## src/rtl/iter_alu_pkg.sv

```systemverilog
// rtl/iter_alu_pkg.sv - shared opcodes, FSM states and mask helper for iter_alu
package iter_alu_pkg;

  localparam logic [3:0] OP_NOT  = 4'd0;
  localparam logic [3:0] OP_AND  = 4'd1;
  localparam logic [3:0] OP_OR   = 4'd2;
  localparam logic [3:0] OP_XOR  = 4'd3;
  localparam logic [3:0] OP_ADD  = 4'd4;
  localparam logic [3:0] OP_ADC  = 4'd5;
  localparam logic [3:0] OP_SUB  = 4'd6;
  localparam logic [3:0] OP_SBC  = 4'd7;
  localparam logic [3:0] OP_INC  = 4'd8;
  localparam logic [3:0] OP_DEC  = 4'd9;
  localparam logic [3:0] OP_SHL  = 4'd10;
  localparam logic [3:0] OP_SHR  = 4'd11;
  localparam logic [3:0] OP_ROL  = 4'd12;
  localparam logic [3:0] OP_ROR  = 4'd13;
  localparam logic [3:0] OP_CMP  = 4'd14;
  localparam logic [3:0] OP_CLRF = 4'd15;

  typedef enum logic [1:0] {
    IDLE  = 2'd0,
    SHIFT = 2'd1,
    DONE  = 2'd2
  } state_t;

  // Widest datapath the mask helper can describe; users narrow it with a cast.
  localparam int MASK_MAX_W = 64;

  // Ones in the low width/2 bits: selects the half-word lane.
  function automatic logic [MASK_MAX_W-1:0] half_mask(input int width);
    logic [MASK_MAX_W-1:0] m;
    m = '0;
    for (int i = 0; i < MASK_MAX_W; i++) begin
      if (i < width / 2) m[i] = 1'b1;
    end
    return m;
  endfunction

endpackage

```

## src/rtl/iter_alu_addsub.sv

```systemverilog
// rtl/iter_alu_addsub.sv - mode-aware adder/subtractor with carry or borrow in/out
module iter_alu_addsub
  import iter_alu_pkg::*;
#(
  parameter int WIDTH = 20
) (
  input  logic             mode,
  input  logic             sub,
  input  logic [WIDTH-1:0] a,
  input  logic [WIDTH-1:0] b,
  input  logic             cin,
  output logic [WIDTH-1:0] sum,
  output logic             cout
);

  localparam int H = WIDTH / 2;
  localparam logic [WIDTH-1:0] HALF_MASK = WIDTH'(half_mask(WIDTH));

  logic [WIDTH:0] raw;

  // Operands arrive already masked to the active width, so one WIDTH+1 wide
  // operation serves both modes; the carry/borrow is read one bit above the
  // active MSB (a negative difference sets every bit from there upward).
  always_comb begin
    raw = '0;
    if (sub) raw = {1'b0, a} - {1'b0, b} - {{WIDTH{1'b0}}, cin};
    else     raw = {1'b0, a} + {1'b0, b} + {{WIDTH{1'b0}}, cin};
  end

  assign sum  = mode ? raw[WIDTH-1:0] : (raw[WIDTH-1:0] & HALF_MASK);
  assign cout = mode ? raw[WIDTH] : raw[H];

endmodule

```

## src/rtl/iter_alu.sv

```systemverilog
// rtl/iter_alu.sv - clocked ALU with iterative shifts and persistent Z/S/C status
module iter_alu
  import iter_alu_pkg::*;
#(
  parameter int WIDTH   = 20,
  parameter int SHAMT_W = 5
) (
  input  logic               clk,
  input  logic               rst_n,
  input  logic               in_valid,
  output logic               in_ready,
  input  logic [3:0]         op,
  input  logic               mode,
  input  logic [WIDTH-1:0]   a,
  input  logic [WIDTH-1:0]   b,
  input  logic [SHAMT_W-1:0] shamt,
  output logic               out_valid,
  input  logic               out_ready,
  output logic [WIDTH-1:0]   result,
  output logic               flag_zero,
  output logic               flag_sign,
  output logic               flag_carry,
  output logic               busy
);

  localparam int H = WIDTH / 2;
  localparam logic [WIDTH-1:0] HALF_MASK = WIDTH'(half_mask(WIDTH));
  localparam logic [WIDTH-1:0] FULL_TOP  = {1'b1, {(WIDTH-1){1'b0}}};
  localparam logic [WIDTH-1:0] HALF_TOP  = {{(WIDTH-H){1'b0}}, 1'b1, {(H-1){1'b0}}};

  state_t             state;
  logic [3:0]         op_q;
  logic               mode_q;
  logic [WIDTH-1:0]   sh_q;
  logic [SHAMT_W-1:0] cnt_q;

  logic [WIDTH-1:0] in_mask, a_m, b_m;
  logic             accept, is_shift;

  logic             as_sub, as_cin, as_cout;
  logic [WIDTH-1:0] as_b, as_sum;

  logic [WIDTH-1:0] imm_res, imm_flag_src;
  logic             imm_c;

  logic [WIDTH-1:0] q_mask, step_res;
  logic             q_msb, step_c;

  function automatic logic msb_of(input logic [WIDTH-1:0] v, input logic m);
    return m ? v[WIDTH-1] : v[H-1];
  endfunction

  assign in_mask  = mode ? {WIDTH{1'b1}} : HALF_MASK;
  assign a_m      = a & in_mask;
  assign b_m      = b & in_mask;
  assign accept   = in_valid & in_ready;
  assign is_shift = (op >= OP_SHL) && (op <= OP_ROR);

  // Steer the shared adder: ADC/SBC chain through the stored carry, INC/DEC use a fixed 1.
  always_comb begin
    as_sub = 1'b0;
    as_b   = b_m;
    as_cin = 1'b0;
    case (op)
      OP_ADC: as_cin = flag_carry;
      OP_SUB: as_sub = 1'b1;
      OP_SBC: begin as_sub = 1'b1; as_cin = flag_carry; end
      OP_INC: begin as_b = '0; as_cin = 1'b1; end
      OP_DEC: begin as_sub = 1'b1; as_b = '0; as_cin = 1'b1; end
      OP_CMP: as_sub = 1'b1;
      default: ;
    endcase
  end

  iter_alu_addsub #(.WIDTH(WIDTH)) u_addsub (
    .mode (mode),
    .sub  (as_sub),
    .a    (a_m),
    .b    (as_b),
    .cin  (as_cin),
    .sum  (as_sum),
    .cout (as_cout)
  );

  // Single-cycle result for everything that does not iterate (incl. shamt = 0 shifts).
  always_comb begin
    imm_res = a_m;
    imm_c   = flag_carry;
    case (op)
      OP_NOT: imm_res = ~a_m & in_mask;
      OP_AND: imm_res = a_m & b_m;
      OP_OR:  imm_res = a_m | b_m;
      OP_XOR: imm_res = a_m ^ b_m;
      OP_ADD, OP_ADC, OP_SUB, OP_SBC, OP_INC, OP_DEC: begin
        imm_res = as_sum;
        imm_c   = as_cout;
      end
      OP_CMP:  imm_c = as_cout;
      OP_CLRF: begin imm_res = '0; imm_c = 1'b0; end
      default: ;
    endcase
  end

  // CMP keeps a as the result but derives Z/S from the difference.
  assign imm_flag_src = (op == OP_CMP) ? as_sum : imm_res;

  // One-bit shift/rotate step applied to the captured operand each SHIFT cycle.
  always_comb begin
    q_mask   = mode_q ? {WIDTH{1'b1}} : HALF_MASK;
    q_msb    = msb_of(sh_q, mode_q);
    step_res = sh_q;
    step_c   = flag_carry;
    case (op_q)
      OP_SHL: begin
        step_res = (sh_q << 1) & q_mask;
        step_c   = q_msb;
      end
      OP_SHR: begin
        step_res = sh_q >> 1;
        step_c   = sh_q[0];
      end
      OP_ROL: begin
        step_res = ((sh_q << 1) | {{(WIDTH-1){1'b0}}, q_msb}) & q_mask;
        step_c   = q_msb;
      end
      OP_ROR: begin
        step_res = (sh_q >> 1) | (sh_q[0] ? (mode_q ? FULL_TOP : HALF_TOP) : '0);
        step_c   = sh_q[0];
      end
      default: ;
    endcase
  end

  // Control FSM with registered handshake, result and status outputs.
  always_ff @(posedge clk or negedge rst_n) begin
    if (!rst_n) begin
      state      <= IDLE;
      in_ready   <= 1'b1;
      out_valid  <= 1'b0;
      busy       <= 1'b0;
      result     <= '0;
      flag_zero  <= 1'b0;
      flag_sign  <= 1'b0;
      flag_carry <= 1'b0;
      op_q       <= OP_NOT;
      mode_q     <= 1'b0;
      sh_q       <= '0;
      cnt_q      <= '0;
    end else begin
      case (state)
        IDLE: begin
          if (accept) begin
            op_q     <= op;
            mode_q   <= mode;
            sh_q     <= a_m;
            cnt_q    <= shamt;
            in_ready <= 1'b0;
            busy     <= 1'b1;
            if (is_shift && (shamt != '0)) begin
              state <= SHIFT;
            end else begin
              state      <= DONE;
              out_valid  <= 1'b1;
              result     <= imm_res;
              flag_zero  <= (op != OP_CLRF) && (imm_flag_src == '0);
              flag_sign  <= msb_of(imm_flag_src, mode);
              flag_carry <= imm_c;
            end
          end
        end
        SHIFT: begin
          sh_q  <= step_res;
          cnt_q <= cnt_q - 1'b1;
          if (cnt_q == SHAMT_W'(1)) begin
            state      <= DONE;
            out_valid  <= 1'b1;
            result     <= step_res;
            flag_zero  <= (step_res == '0);
            flag_sign  <= msb_of(step_res, mode_q);
            flag_carry <= step_c;
          end
        end
        DONE: begin
          if (out_ready) begin
            state     <= IDLE;
            out_valid <= 1'b0;
            in_ready  <= 1'b1;
            busy      <= 1'b0;
          end
        end
        default: begin
          state     <= IDLE;
          out_valid <= 1'b0;
          in_ready  <= 1'b1;
          busy      <= 1'b0;
        end
      endcase
    end
  end

endmodule

```

## config.mk

```make
export PLATFORM = sky130hd
export DESIGN_NAME = iter_alu
export DESIGN_NICKNAME = d
export VERILOG_FILES = /design/src/rtl/iter_alu_pkg.sv /design/src/rtl/iter_alu_addsub.sv /design/src/rtl/iter_alu.sv
export SDC_FILE = /design/constraint.sdc
export NUM_CORES = 1
export LEC_CHECK = 0
export CAP_MARGIN = 20
export CORE_ASPECT_RATIO = 2
export CORE_UTILIZATION = 30
export DETAILED_ROUTE_END_ITERATION = 12
export GPL_ROUTABILITY_DRIVEN = 0
export HOLD_SLACK_MARGIN = 0.15
export SLEW_MARGIN = 40
export SYNTH_ARGS = -nofsm -noshare
export SYNTH_HDL_FRONTEND = slang
export SYNTH_SLANG_ARGS = --single-unit
```

## constraint.sdc

```tcl
create_clock -name clk -period 6.82 [get_ports clk]
set_clock_uncertainty 0.1 [all_clocks]
set_input_delay 2.046 -clock clk [delete_from_list [all_inputs] [get_ports clk]]
set_output_delay 2.046 -clock clk [all_outputs]
set_load 0.02 [all_outputs]
```

==> impl_metrics.py <==
metrics = {
    "yosys": {
        "netlist_area_um2": 7660,
        "syn_avg_cell_area_um2": 7.32,
        "ys_ff_latch": 58,
        "seq_area_frac_synth_pct": 19.0,
        "syn_nets": 1204,
        "async_flop_share_pct": 100,
        "yosysWarnings": 0,
        "synth_cells": 1047,
        "synth_flop_cell": "dfrtp_1",
        "yosysUniqueCellTypes": 75,
        "synth_enable_flop_cells": 0,
    },
    "pwr": {
        "pwr-share-seq_pct": 26.4,
        "power.leakage_nw": 4.12,
        "clock_power_share_pct": 20.9,
        "power.switching_w": 0.000987,
        "p_sw_share_pct": 44.0,
        "intPower_w": 0.00125,
        "ir_drop_mv": 0.124,
        "power_density_nw_per_um2": 244,
        "comb_power_share_pct": 52.7,
    },
    "sta": {
        "max_slew_margin_pct": 39.9,
        "final_hold_viol_count": 0,
        "period_needed_ns": 6.55,
        "final.setup.tns_ns": 0,
        "holdWs_ns": 0.372,
        "min_period_over_period_pct": 96.0,
        "max_freq_mhz": 153,
        "setup_viol": 0,
        "slew_viol_final": 0,
        "tightest_slew_ns": 0.900,
        "rsz0062_at_grt": "no",
    },
    "floorplan": {
        "die_h_um": 228,
        "io_pins": 80,
        "die_w_um": 115,
        "core_um2": 25000,
        "start_util_pct": 30.6,
        "rows": 82,
        "die_area_um2": 26200,
    },
    "route": {
        "routedLengthMet1_um": 9470,
        "routed_wl_um": 26700,
        "initialDrtViolationCount": 427,
        "remaining_drc_errors": 0,
        "num_vias": 8051,
        "wl_per_cell_um": 18.5,
        "routed-wl-met3_um": 1220,
        "drtPass1Iterations": 6,
        "met2_length_um": 13900,
        "top_layer_used": "met4",
        "routed_via_density": 5.57,
        "ant_nets": 0,
    },
    "final_layout": {
        "layout_common_cells": "127 x nor2_1, 112 x nand2_1, 99 x ha_1, 95 x inv_1, 91 x a21oi_1",
        "antenna_cells": 0,
        "syn_to_final_growth_pct": 19.6,
        "stdcell_count": 1446,
        "finalInstanceArea_um2": 9170,
        "final_common_cell": "nor2_1",
        "nFillCells": 2690,
        "drive_gt1_share_pct": 5.86,
        "multi_input_area_um2": 5640,
        "regArea_um2": 1450,
        "nNetsFinal": 1262,
    },
    "placed_design": {
        "port_buffers": 79,
        "placed_area_um2": 8850,
        "dp.final_hpwl_um": 21400,
        "dp_cells": 1430,
    },
    "setup_path": {
        "r2r_start": "flag_carry$_DFFE_PN0P_",
        "crit_slowest_cell": "fa_1",
        "worstPathCellList": "clkdlybuf4s50_1 > nand2b_1 > nor2_1 > a31oi_1 > inv_1 > fa_1 > inv_1 > ha_1 > nor2_1 > fa_1 > a21boi_1 > o22ai_2 > nor2_2 > a31o_4 > a311o_1 > xnor2_1 > mux2i_1 > a221o_1 > o32ai_1 > a31o_1",
        "slowest_delay_ns": 0.52,
        "crit_start": "op[1]",
        "cp_max_fo": 5,
        "worst-path-buf-inv": 3,
        "r2r_end": "flag_zero$_DFFE_PN0P_",
        "rrSetupSlack_ns": 2.21,
        "crit_path_end_kind": "register",
        "setup.worst_path.class": "primary input to register",
        "cp.required_ns": 7.00,
        "worst-endpoint-arrival_ns": 6.73,
        "start_kind": "primary input",
        "crit_family": "compound AO/OA/AOI/OAI gates",
        "ff2ff_path_depth": 17,
    },
    "min_path": {
        "min_path_cells": 2,
        "hold_path_end": "result[0]$_DFFE_PN0P_",
        "hold_class": "register to register",
        "min_from": "result[0]$_DFFE_PN0P_",
    },
    "global_route": {
        "grt_max_degree": 59,
        "track_usage_pct": 21.1,
        "antenna_found_initial": 0,
        "grt_pass1_vias": 8312,
        "grt_pass1_wl_um": 42700,
        "overflow": 0,
    },
    "clock_tree": {
        "clock_latency_ns": 0.34,
        "cts_setup_buffers": 0,
        "cts-buffers-inserted": 9,
        "cts.clk_slew.worst_paths_ns": 0.06,
        "clock_sinks": 58,
        "cts_tree": "built",
        "cts-root-buf": "clkbuf_16",
        "post_cts_resized": 0,
        "htree_levels": 3,
        "hold_buffers": 0,
        "cts_buffer_depth": 2,
    },
    "outcome": {
        "outcome": "finished, final reports clean",
    },
    "run": {
        "cap_violations": 0,
    },
}
-- worst max-delay path by stage --
| stage | end | slack [ns] | depth (start not counted) |
|---|---|---|---|
| after floorplan | flag_zero$_DFFE_PN0P_ | 0.41 | 21 |
| after global placement | flag_zero$_DFFE_PN0P_ | -0.07 | 20 |
| after detailed placement | flag_zero$_DFFE_PN0P_ | -0.14 | 20 |
| after CTS | flag_zero$_DFFE_PN0P_ | 0.21 | 20 |
| after global routing | flag_zero$_DFFE_PN0P_ | 0.0009 | 20 |
| final | flag_zero$_DFFE_PN0P_ | 0.27 | 20 |
-- synthesized netlist by cell type, types with 11 or more instances --
| library cell | instances | share of area (%) |
|---|---|---|
| ha_1 | 99 | 16 |
| o21a_1 | 11 | 1.1 |
| a22oi_1 | 27 | 2.6 |
| o21ai_0 | 70 | 4.6 |
| nand3_1 | 19 | 1.2 |
| nor2_1 | 127 | 6.2 |
| a21oi_1 | 91 | 5.9 |
| nor2b_1 | 11 | 0.90 |
| a211oi_1 | 17 | 1.7 |
| inv_1 | 95 | 4.7 |
| xnor2_1 | 25 | 2.9 |
| nand2_1 | 112 | 5.5 |
| a221o_1 | 11 | 1.4 |
| clkbuf_1 | 41 | 2.0 |
| nor3_1 | 13 | 0.85 |
| nand2b_1 | 11 | 0.90 |
| dfrtp_1 | 57 | 19 |
| mux2i_1 | 17 | 2.2 |
| o211ai_1 | 12 | 1.2 |
-- cells by family after synthesis --
kind of cell | after synthesis | synth area share (%)
mux | 22 | 3.69
fa+ha+maj | 103 | 17.2
xor+xnor | 33 | 3.77
compound gates | 339 | 29.1
buf+inv | 153 | 7.66
simple gates | 339 | 19.6
flops | 58 | 19.0
-- registers in the layout (all words and copies together) (netlist names) --
register	cells
flag_sign	1
cnt_q	5
result	20
sh_q	20
in_ready	1
out_valid	1
state	2
busy	1
op_q	4
flag_zero	1
mode_q	1
flag_carry	1
-- per-stage QoR --
step	setup WS [ns]	total power, W	util (%)
after floorplan	0.413	0.00135	-
after global placement	-0.0692	0.00176	35.3
after detailed placement	-0.142	0.00177	35.4
after CTS	0.207	0.00225	36.6
after global routing	0.000884	0.00240	36.6
final	0.270	0.00224	36.6
-- power by group through the flow --
stage                     clock (W)  combinational [W]  sequential (W)
after global placement            0            0.00116        0.000596
final                      0.000468            0.00118        0.000592
after detailed placement          0            0.00118        0.000598
after floorplan                   0           0.000717        0.000630
after CTS                  0.000476            0.00118        0.000593
after global routing       0.000488            0.00130        0.000611
-- routing by layer --
layer | up-vias | track usage (%)
li1 | 3850 | -
met1 | 3797 | 20.6
met2 | 294 | 38.4
met3 | 110 | 2.95
met4 | 0 | 17.5
met5 | - | 0
-- area by class of cell --
type / instances / area share (%)
inverters: 95 / 3.89
clock buffers: 10 / 2.61
well taps: 336 / 4.59
clock inverters: 6 / 0.723
flip-flops and latches: 58 / 15.8
repair buffers: 105 / 10.8
multi-input cells: 836 / 61.5
-- tightest hold or removal path, cell delays in order, from the launching register on --
cell and delay, ns:
dfrtp_1 0.35, nand2_1 0.05, nand2_1 0.05
(Power assumes the default switching activity.)
